--- src/rtl/bky_capture_fsm.sv ---
// bky_capture_fsm: readback engine for the Buckeye shift chain.
// Shifts NWORDS serial words of WORD_BITS bits out of the chain, assembles each
// word MSB-first and writes it to the readback FIFO, honouring FIFO back-pressure.
// Build option: define BKY_CHKSUM_EN to append an XOR checksum word after the
// last data word. Without it the final write goes straight to Set_Done.
// All state, including the synchronous active-high RST, updates on the falling CLK edge.
module bky_capture_fsm (
    input  logic        CLK,
    input  logic        RST,
    input  logic        START,
    input  logic        SDI,
    input  logic        FULL,
    output logic        SHFT_ENA,
    output logic        WRENA,
    output logic [15:0] DOUT,
    output logic        SET_DONE,
    output logic        BUSY
);

    localparam int unsigned WORD_BITS  = 16;
    localparam int unsigned NWORDS     = 19;
    localparam int unsigned BIT_CNT_W  = 4;
    localparam int unsigned WORD_CNT_W = 5;

    localparam logic [BIT_CNT_W-1:0]  BIT_LAST  = BIT_CNT_W'(WORD_BITS - 1);
    localparam logic [WORD_CNT_W-1:0] WORD_LAST = WORD_CNT_W'(NWORDS - 1);

    typedef enum logic [2:0] {
        S_IDLE   = 3'd0,
        S_SHIFT  = 3'd1,
        S_WAIT   = 3'd2,
        S_WRITE  = 3'd3,
        S_DONE   = 3'd4,
        S_CHKSUM = 3'd5
    } state_t;

    state_t                state;
    state_t                nextstate;
    logic [BIT_CNT_W-1:0]  bit_cnt;
    logic [BIT_CNT_W-1:0]  bit_cnt_nxt;
    logic [WORD_CNT_W-1:0] word_cnt;
    logic [WORD_CNT_W-1:0] word_cnt_nxt;
    logic [WORD_BITS-1:0]  dout_nxt;

`ifdef BKY_CHKSUM_EN
    logic [WORD_BITS-1:0]  acc;
    logic [WORD_BITS-1:0]  acc_nxt;
    logic                  chk_pend;
    logic                  chk_pend_nxt;
`endif

    // Next-state and datapath update for the capture sequence
    always_comb begin
        nextstate    = state;
        bit_cnt_nxt  = bit_cnt;
        word_cnt_nxt = word_cnt;
        dout_nxt     = DOUT;
`ifdef BKY_CHKSUM_EN
        acc_nxt      = acc;
        chk_pend_nxt = chk_pend;
`endif
        case (state)
            S_IDLE: begin
                if (START) begin
                    nextstate    = S_SHIFT;
                    bit_cnt_nxt  = '0;
                    word_cnt_nxt = '0;
                    dout_nxt     = '0;
`ifdef BKY_CHKSUM_EN
                    acc_nxt      = '0;
                    chk_pend_nxt = 1'b0;
`endif
                end
            end
            S_SHIFT: begin
                dout_nxt    = {DOUT[WORD_BITS-2:0], SDI};
                bit_cnt_nxt = bit_cnt + BIT_CNT_W'(1);
                if (bit_cnt == BIT_LAST) begin
                    nextstate = FULL ? S_WAIT : S_WRITE;
                end
            end
            S_WAIT: begin
                if (!FULL) begin
`ifdef BKY_CHKSUM_EN
                    nextstate = chk_pend ? S_CHKSUM : S_WRITE;
`else
                    nextstate = S_WRITE;
`endif
                end
            end
            S_WRITE: begin
                // FULL was clear on entry, so this write is committed regardless of FULL now
                word_cnt_nxt = word_cnt + WORD_CNT_W'(1);
`ifdef BKY_CHKSUM_EN
                acc_nxt = acc ^ DOUT;
`endif
                if (word_cnt == WORD_LAST) begin
`ifdef BKY_CHKSUM_EN
                    // Checksum word is loaded now so DOUT holds it through any FULL stall
                    dout_nxt     = acc ^ DOUT;
                    chk_pend_nxt = 1'b1;
                    nextstate    = FULL ? S_WAIT : S_CHKSUM;
`else
                    nextstate = S_DONE;
`endif
                end else begin
                    nextstate = S_SHIFT;
                end
            end
            S_CHKSUM: begin
                nextstate = S_DONE;
            end
            S_DONE: begin
                if (!START) begin
                    nextstate = S_IDLE;
                end
            end
            default: begin
                nextstate = S_IDLE;
            end
        endcase
    end

    // State, counters and outputs; outputs decoded from nextstate so they track the state held
    always_ff @(negedge CLK) begin
        if (RST) begin
            state    <= S_IDLE;
            bit_cnt  <= '0;
            word_cnt <= '0;
            DOUT     <= '0;
            SHFT_ENA <= 1'b0;
            WRENA    <= 1'b0;
            SET_DONE <= 1'b0;
            BUSY     <= 1'b0;
`ifdef BKY_CHKSUM_EN
            acc      <= '0;
            chk_pend <= 1'b0;
`endif
        end else begin
            state    <= nextstate;
            bit_cnt  <= bit_cnt_nxt;
            word_cnt <= word_cnt_nxt;
            DOUT     <= dout_nxt;
            SHFT_ENA <= (nextstate == S_SHIFT);
            WRENA    <= (nextstate == S_WRITE) || (nextstate == S_CHKSUM);
            SET_DONE <= (nextstate == S_DONE);
            BUSY     <= (nextstate != S_IDLE);
`ifdef BKY_CHKSUM_EN
            acc      <= acc_nxt;
            chk_pend <= chk_pend_nxt;
`endif
        end
    end

endmodule

--- config.mk ---
export PLATFORM = sky130hd
export DESIGN_NAME = bky_capture_fsm
export DESIGN_NICKNAME = d
export VERILOG_FILES = /design/src/rtl/bky_capture_fsm.sv
export SDC_FILE = /design/constraint.sdc
export NUM_CORES = 1
export LEC_CHECK = 0
export ABC_AREA = 0
export CORE_MARGIN = 5
export CORE_UTILIZATION = 50
export CTS_CLUSTER_DIAMETER = 50
export DETAILED_ROUTE_END_ITERATION = 7
export PLACE_DENSITY_LB_ADDON = 0.05
export SYNTH_ARGS = -nofsm -noshare
export SYNTH_HDL_FRONTEND = slang
export SYNTH_SLANG_ARGS = --single-unit
--- constraint.sdc ---
create_clock -name CLK -period 1.56 [get_ports CLK]
set_clock_uncertainty 0.05 [all_clocks]
set_input_delay 0.39 -clock CLK [delete_from_list [all_inputs] [get_ports CLK]]
set_output_delay 0.39 -clock CLK [all_outputs]
set_load 0.01 [all_outputs]
==> impl_metrics.tcl, run 1 <==
set metrics [dict create \
    synthAdderAreaFrac 0.02857 \
    initial_core_util 0.5255 \
    path_clk_slew_ps 40 \
    cts_root_buffer "clkbuf_4" \
    numCtsBuffers 5 \
    cts_hold_buf 0 \
    hold_path_depth 2 \
    synth_area_leaders "dfxtp_1 49%, a21oi_1 9.1%, o21ai_1 7.2%" \
    antenna-diode-count 0 \
    synth_cell_types 31 \
    worst-r2r-setup-slack_ps 30 \
    fp.dieH_um 61.26 \
    io_pins 25 \
    place_congestion 0.7475 \
    p_per_area_nw_per_um2 824.1 \
    ant_nets 0 \
    fin_tns_setup_ps -11450 \
    avgSynthCellArea_um2 8.643 \
    die_w_um 61.26 \
    syn_area_um2 1314 \
    maxSlewHeadroom 0.7252 \
    cts_buffer_depth 2 \
    grt_pass1_vias 1427 \
    fin_ws_ps -500.6 \
    synth_compound_area_frac 0.2152 \
    area_growth_pct 63.52 \
    nFillCells 139 \
    rsz0062_at_grt "true" \
    ys.warnings.count 0 \
    crit_buf_inv 1 \
    drive_gt1_frac 0.4829 \
    syn-num-nets 160 \
    synth_xor_area_frac 0.006667 \
    ys_seq_area_frac 0.4876 \
    grt_max_degree 21 \
    cts_tree "built" \
    muxShareOfSynthArea 0 \
    num_rows 18 \
    violations "negative setup slack" \
    die_area_um2 3753 \
    ys_seq_elements 32 \
    cp-start-kind "flop" \
    worstSetupPathType "flop to output pin" \
    reg2reg_to "BUSY" \
    synth_top_family_by_area "compound AO/OA/AOI/OAI gates" \
    synthSimpleGateAreaFrac 0.2067 \
    status "complete, but fails checks" \
    finalSetupViolCount 48 \
    final_nets 241 \
    hold_violations 0 \
    peakVddDrop_mv 0.9636 \
    crit_path_end "DOUT[13]" \
    vias 1411 \
    routed_wl_um 3551 \
    htree_levels 2 \
    drtIter0Drc 87 \
    synth_top_area_frac 0.4876 \
    clk_latency_ps 420 \
    route.detailed.drc 0 \
    hold_class "flop to flop" \
    io_buffers 24 \
    worstMarginPinSlew_ps 411.6 \
    max_cap_viol_count 0 \
    required_ps 1120 \
    dpl.hpwl_um 2021 \
    path_delay_family "flip-flops" \
    holdWs_ps 422.0 \
    avgRoutedWirePerCell_um 13.45 \
    postSynthCellCount 152 \
    end_kind "output pin" \
    cp_cell_sequence "buf_6" \
    p_total_mw 1.770 \
    grt_pass1_wl_um 5609 \
    crit_cells 1 \
    rr_startpoint "bit_cnt[0]" \
    antenna_found_initial 0 \
    grt-ovfl-total 0 \
    detail_route.first_pass.iterations 5 \
    synth_top_area_cell "dfxtp_1" \
    coreArea_um2 2500 \
    worst_r2r_path_depth 4 \
    leakage_nw 0.9607 \
    drt-vias-per-instance 5.345 \
    cp.arrival_ps 1620 \
    cp_slowest_stage_delay_ps 320 \
    critPathMaxFanout 2 \
    critPathSlowestCell "dfxtp_2" \
    clock-sinks 32 \
    cp-startpoint "DOUT[13]" \
    grtUsageTotal 0.2043 \
    drv_slew 0 \
]
cells by family after synthesis:
group	after synthesis
AO/OA/AOI/OAI	52
XOR/XNOR	1
flip-flops	32
buffers and inverters	16
adder cells (fa/ha/maj)	3
AND/OR/NAND/NOR	48
area by class of cell:
class	instances	area (um^2)	share of cell area
well taps	30	37.54	0.01747
repair buffers	54	503.0	0.2341
flip-flops and latches	32	663.1	0.3087
inverters	4	15.01	0.006989
clock buffers	5	37.54	0.01747
clock inverters	35	137.6	0.06407
multi-input cells	104	754.5	0.3512
stage by stage:
step	cells	setup slack, ps	cell area, um^2	util
2_1_floorplan	152	-411.3	1398	-
6_report	264	-500.6	2148	0.8594
3_3_place_gp	222	-941.3	1787	0.7147
3_5_place_dp	222	-970.2	1787	0.7147
5_1_grt	264	-549.2	2148	0.8594
4_1_cts	261	-507.5	2069	0.8278
state kept, by name (all words and copies together), names as in the netlist:
register  count
DOUT         16
word_cnt      5
bit_cnt       4
state         3
BUSY          1
SET_DONE      1
SHFT_ENA      1
WRENA         1
layer usage:
metal,vias to the layer above,wire [um],global-route usage,part of all wire
li1,707,-,-,-
met1,651,1513,0.2069,0.43
met2,43,1755,0.3353,0.49
met3,10,203,0.09015,0.057
met4,0,79,0.1424,0.022
met5,-,0,0,0
synth_stat cells:
cell	number
xor2_1	1
or2_1	2
a21oi_1	24
inv_1	5
nor4b_1	1
dfxtp_1	32
a31oi_1	1
nand2_1	19
and4_1	1
nand3b_1	1
o21ai_1	19
buf_2	4
nand3_1	6
a21o_1	1
nor4bb_1	4
a211oi_1	2
buf_6	1
o22ai_1	1
o32a_1	1
or4b_4	1
nor3b_2	1
o211ai_1	3
clkbuf_1	6
nor2_1	5
or3_1	2
ha_1	3
or2_0	1
nand4b_1	1
or3b_1	1
nor3_1	1
nand2b_1	1
power by group:
group,internal (mW),total (mW),switching [mW]
clock network,0.275,0.787,0.512
logic,0.0648,0.137,0.0721
registers,0.834,0.846,0.0127
cells in the final DEF (no fill, tap or decap), drive strengths merged, types with 2 or more instances in the layout:
| cell type | instances |
|---|---|
| buf | 52 |
| nand3 | 6 |
| nor2 | 5 |
| nand2 | 19 |
| clkdlybuf4s50 | 2 |
| or3 | 2 |
| nor4bb | 4 |
| dfxtp | 32 |
| inv | 37 |
| a21oi | 24 |
| or2 | 3 |
| a211oi | 2 |
| clkbuf | 5 |
| o21ai | 19 |
| o211ai | 3 |
| ha | 3 |
worst min path at each step:
| stage | from | endpoint | slack (ps) |
|---|---|---|---|
| finish | DOUT[15] | DOUT[15] | 420 |
| global route | DOUT[15] | DOUT[15] | 430 |
| CTS | DOUT[13] | DOUT[13] | 420 |
| global placement | DOUT[2] | DOUT[3] | 400 |
| floorplan | DOUT[1] | DOUT[2] | 410 |
| detailed placement | DOUT[2] | DOUT[3] | 410 |
what timing repair did:
item,4_1_cts,5_1_grt
setup buffers,0,3
gates cloned,1,0
setup endpoints to repair,52,48
pin swaps,31,5
gates resized for setup,135,14
No activity file was read; power rests on OpenSTA's default activity.
==> run 2: changes to the inputs <==
Settings changed: GPL_TIMING_DRIVEN set to 0.
==> impl_metrics.tcl, run 2 (synthesized netlist as in run 1, its figures left out) <==
set metrics [dict create \
    place_area_um2 1675 \
    hold_violations 0 \
    drv_slew 0 \
    hold_path_depth 2 \
    maxSlewHeadroom 0.5279 \
    antenna_found_initial 0 \
    place_congestion 0.7610 \
    grt_pass1_wl_um 6306 \
    worstMarginPinSlew_ps 708.1 \
    antenna-diode-count 0 \
    io_buffers 24 \
    final_cell_area_um2 2235 \
    drive_gt1_frac 0.5043 \
    clk_latency_ps 400 \
    cts_tree "built" \
    area_growth_pct 70.09 \
    cts_hold_buf 0 \
    final_cell_mix "37 x inv_1, 20 x buf_6, 19 x nand2_1, 18 x buf_4, 16 x dfxtp_2" \
    critPathSlowestCell "dfxtp_4" \
    end_kind "output pin" \
    num_rows 18 \
    max_cap_viol_count 0 \
    route.detailed.drc 0 \
    cp_slowest_stage_delay_ps 360 \
    critPathMaxFanout 2 \
    cts_buffer_depth 2 \
    clock-sinks 32 \
    grt_max_degree 11 \
    path_clk_slew_ps 60 \
    avgRoutedWirePerCell_um 17.89 \
    detail_route.first_pass.iterations 4 \
    routed_wl_um 4724 \
    cp.arrival_ps 1660 \
    cp-startpoint "DOUT[11]" \
    top_register "DOUT" \
    grtUsageTotal 0.2323 \
    p_per_area_nw_per_um2 886.2 \
    final_nets 242 \
    path_delay_family "flip-flops" \
    cts_root_buffer "clkbuf_4" \
    top_regs "DOUT (16), word_cnt (5), bit_cnt (4)" \
    fin_ws_ps -543.6 \
    worst-r2r-setup-slack_ps -80 \
    peakVddDrop_mv 0.9254 \
    place_ws_ps -1102 \
    die_w_um 61.26 \
    dpl.hpwl_um 2028 \
    violations "negative setup slack" \
    leakage_nw 0.9822 \
    coreArea_um2 2500 \
    reg2reg_to "bit_cnt[1]" \
    vias 1492 \
    initial_core_util 0.5255 \
    required_ps 1120 \
    hold_class "flop to flop" \
    place_inst 206 \
    worstSetupPathType "flop to output pin" \
    status "complete, but fails checks" \
    rsz0062_at_grt "true" \
    io_pins 25 \
    ant_nets 0 \
    hp-start "DOUT[2]" \
    htree_levels 2 \
    finalSetupViolCount 50 \
    rr_startpoint "state[1]" \
    hold_end "DOUT[3]" \
    largest_reg_flops 16 \
    crit_buf_inv 1 \
    p_total_mw 1.980 \
    cp-start-kind "flop" \
    fp.dieH_um 61.26 \
    holdWs_ps 430.9 \
    cp_cell_sequence "buf_6" \
    die_area_um2 3753 \
    drtIter0Drc 107 \
    drt-vias-per-instance 5.652 \
    worst_r2r_path_depth 4 \
    grt-ovfl-total 0 \
    fin_cells 264 \
    final_common_cell "inv_1" \
    numCtsBuffers 5 \
    grt_pass1_vias 1503 \
]
run 2: timing repair:
action / CTS / global route
gates resized for setup: 138 / 25
setup endpoints to repair: 52 / 49
setup buffers: 13 / 5
pin swaps: 28 / 8
gates cloned: 2 / 0
run 2: routing by layer:
layer | vias up | track usage | wire [um] | part of all wire
met5 | - | 0 | 0 | 0
met4 | 0 | 0.1455 | 168 | 0.036
met3 | 18 | 0.1195 | 235 | 0.050
met2 | 58 | 0.3822 | 2504 | 0.53
met1 | 711 | 0.2309 | 1815 | 0.38
li1 | 705 | - | - | -
run 2: final cells by class:
type | instances | area [um^2]
Inverter | 4 | 15.01
Clock buffer | 5 | 37.54
Fill cell | 116 | 265.3
Clock inverter | 34 | 153.9
Multi-Input combinational cell | 104 | 803.3
Timing Repair Buffer | 44 | 424.2
Tap cell | 30 | 37.54
Sequential cell | 32 | 668.1
Buffer | 11 | 95.09
run 2: worst max path at each step:
stage,slack (ps),cells after the start,to
finish,-540,1,DOUT[11]
global route,-570,1,DOUT[11]
CTS,-510,1,DOUT[6]
detailed placement,-1100,4,BUSY
global placement,-1020,4,BUSY
floorplan,-410,3,word_cnt[3]
run 2: power by group:
group	total (mW)	switching, mW	internal, mW
logic	0.157	0.0830	0.0739
registers	0.843	0.0135	0.830
clock network	0.981	0.549	0.431
run 2: stage by stage:
| stage | TNS, ps | utilization |
|---|---|---|
| after CTS | -10770 | 0.8458 |
| after global routing | -13220 | 0.8939 |
| final | -12010 | 0.8939 |
| after floorplan | -7784 | - |
| after detailed placement | -37640 | 0.6702 |
| after global placement | -36590 | 0.6702 |
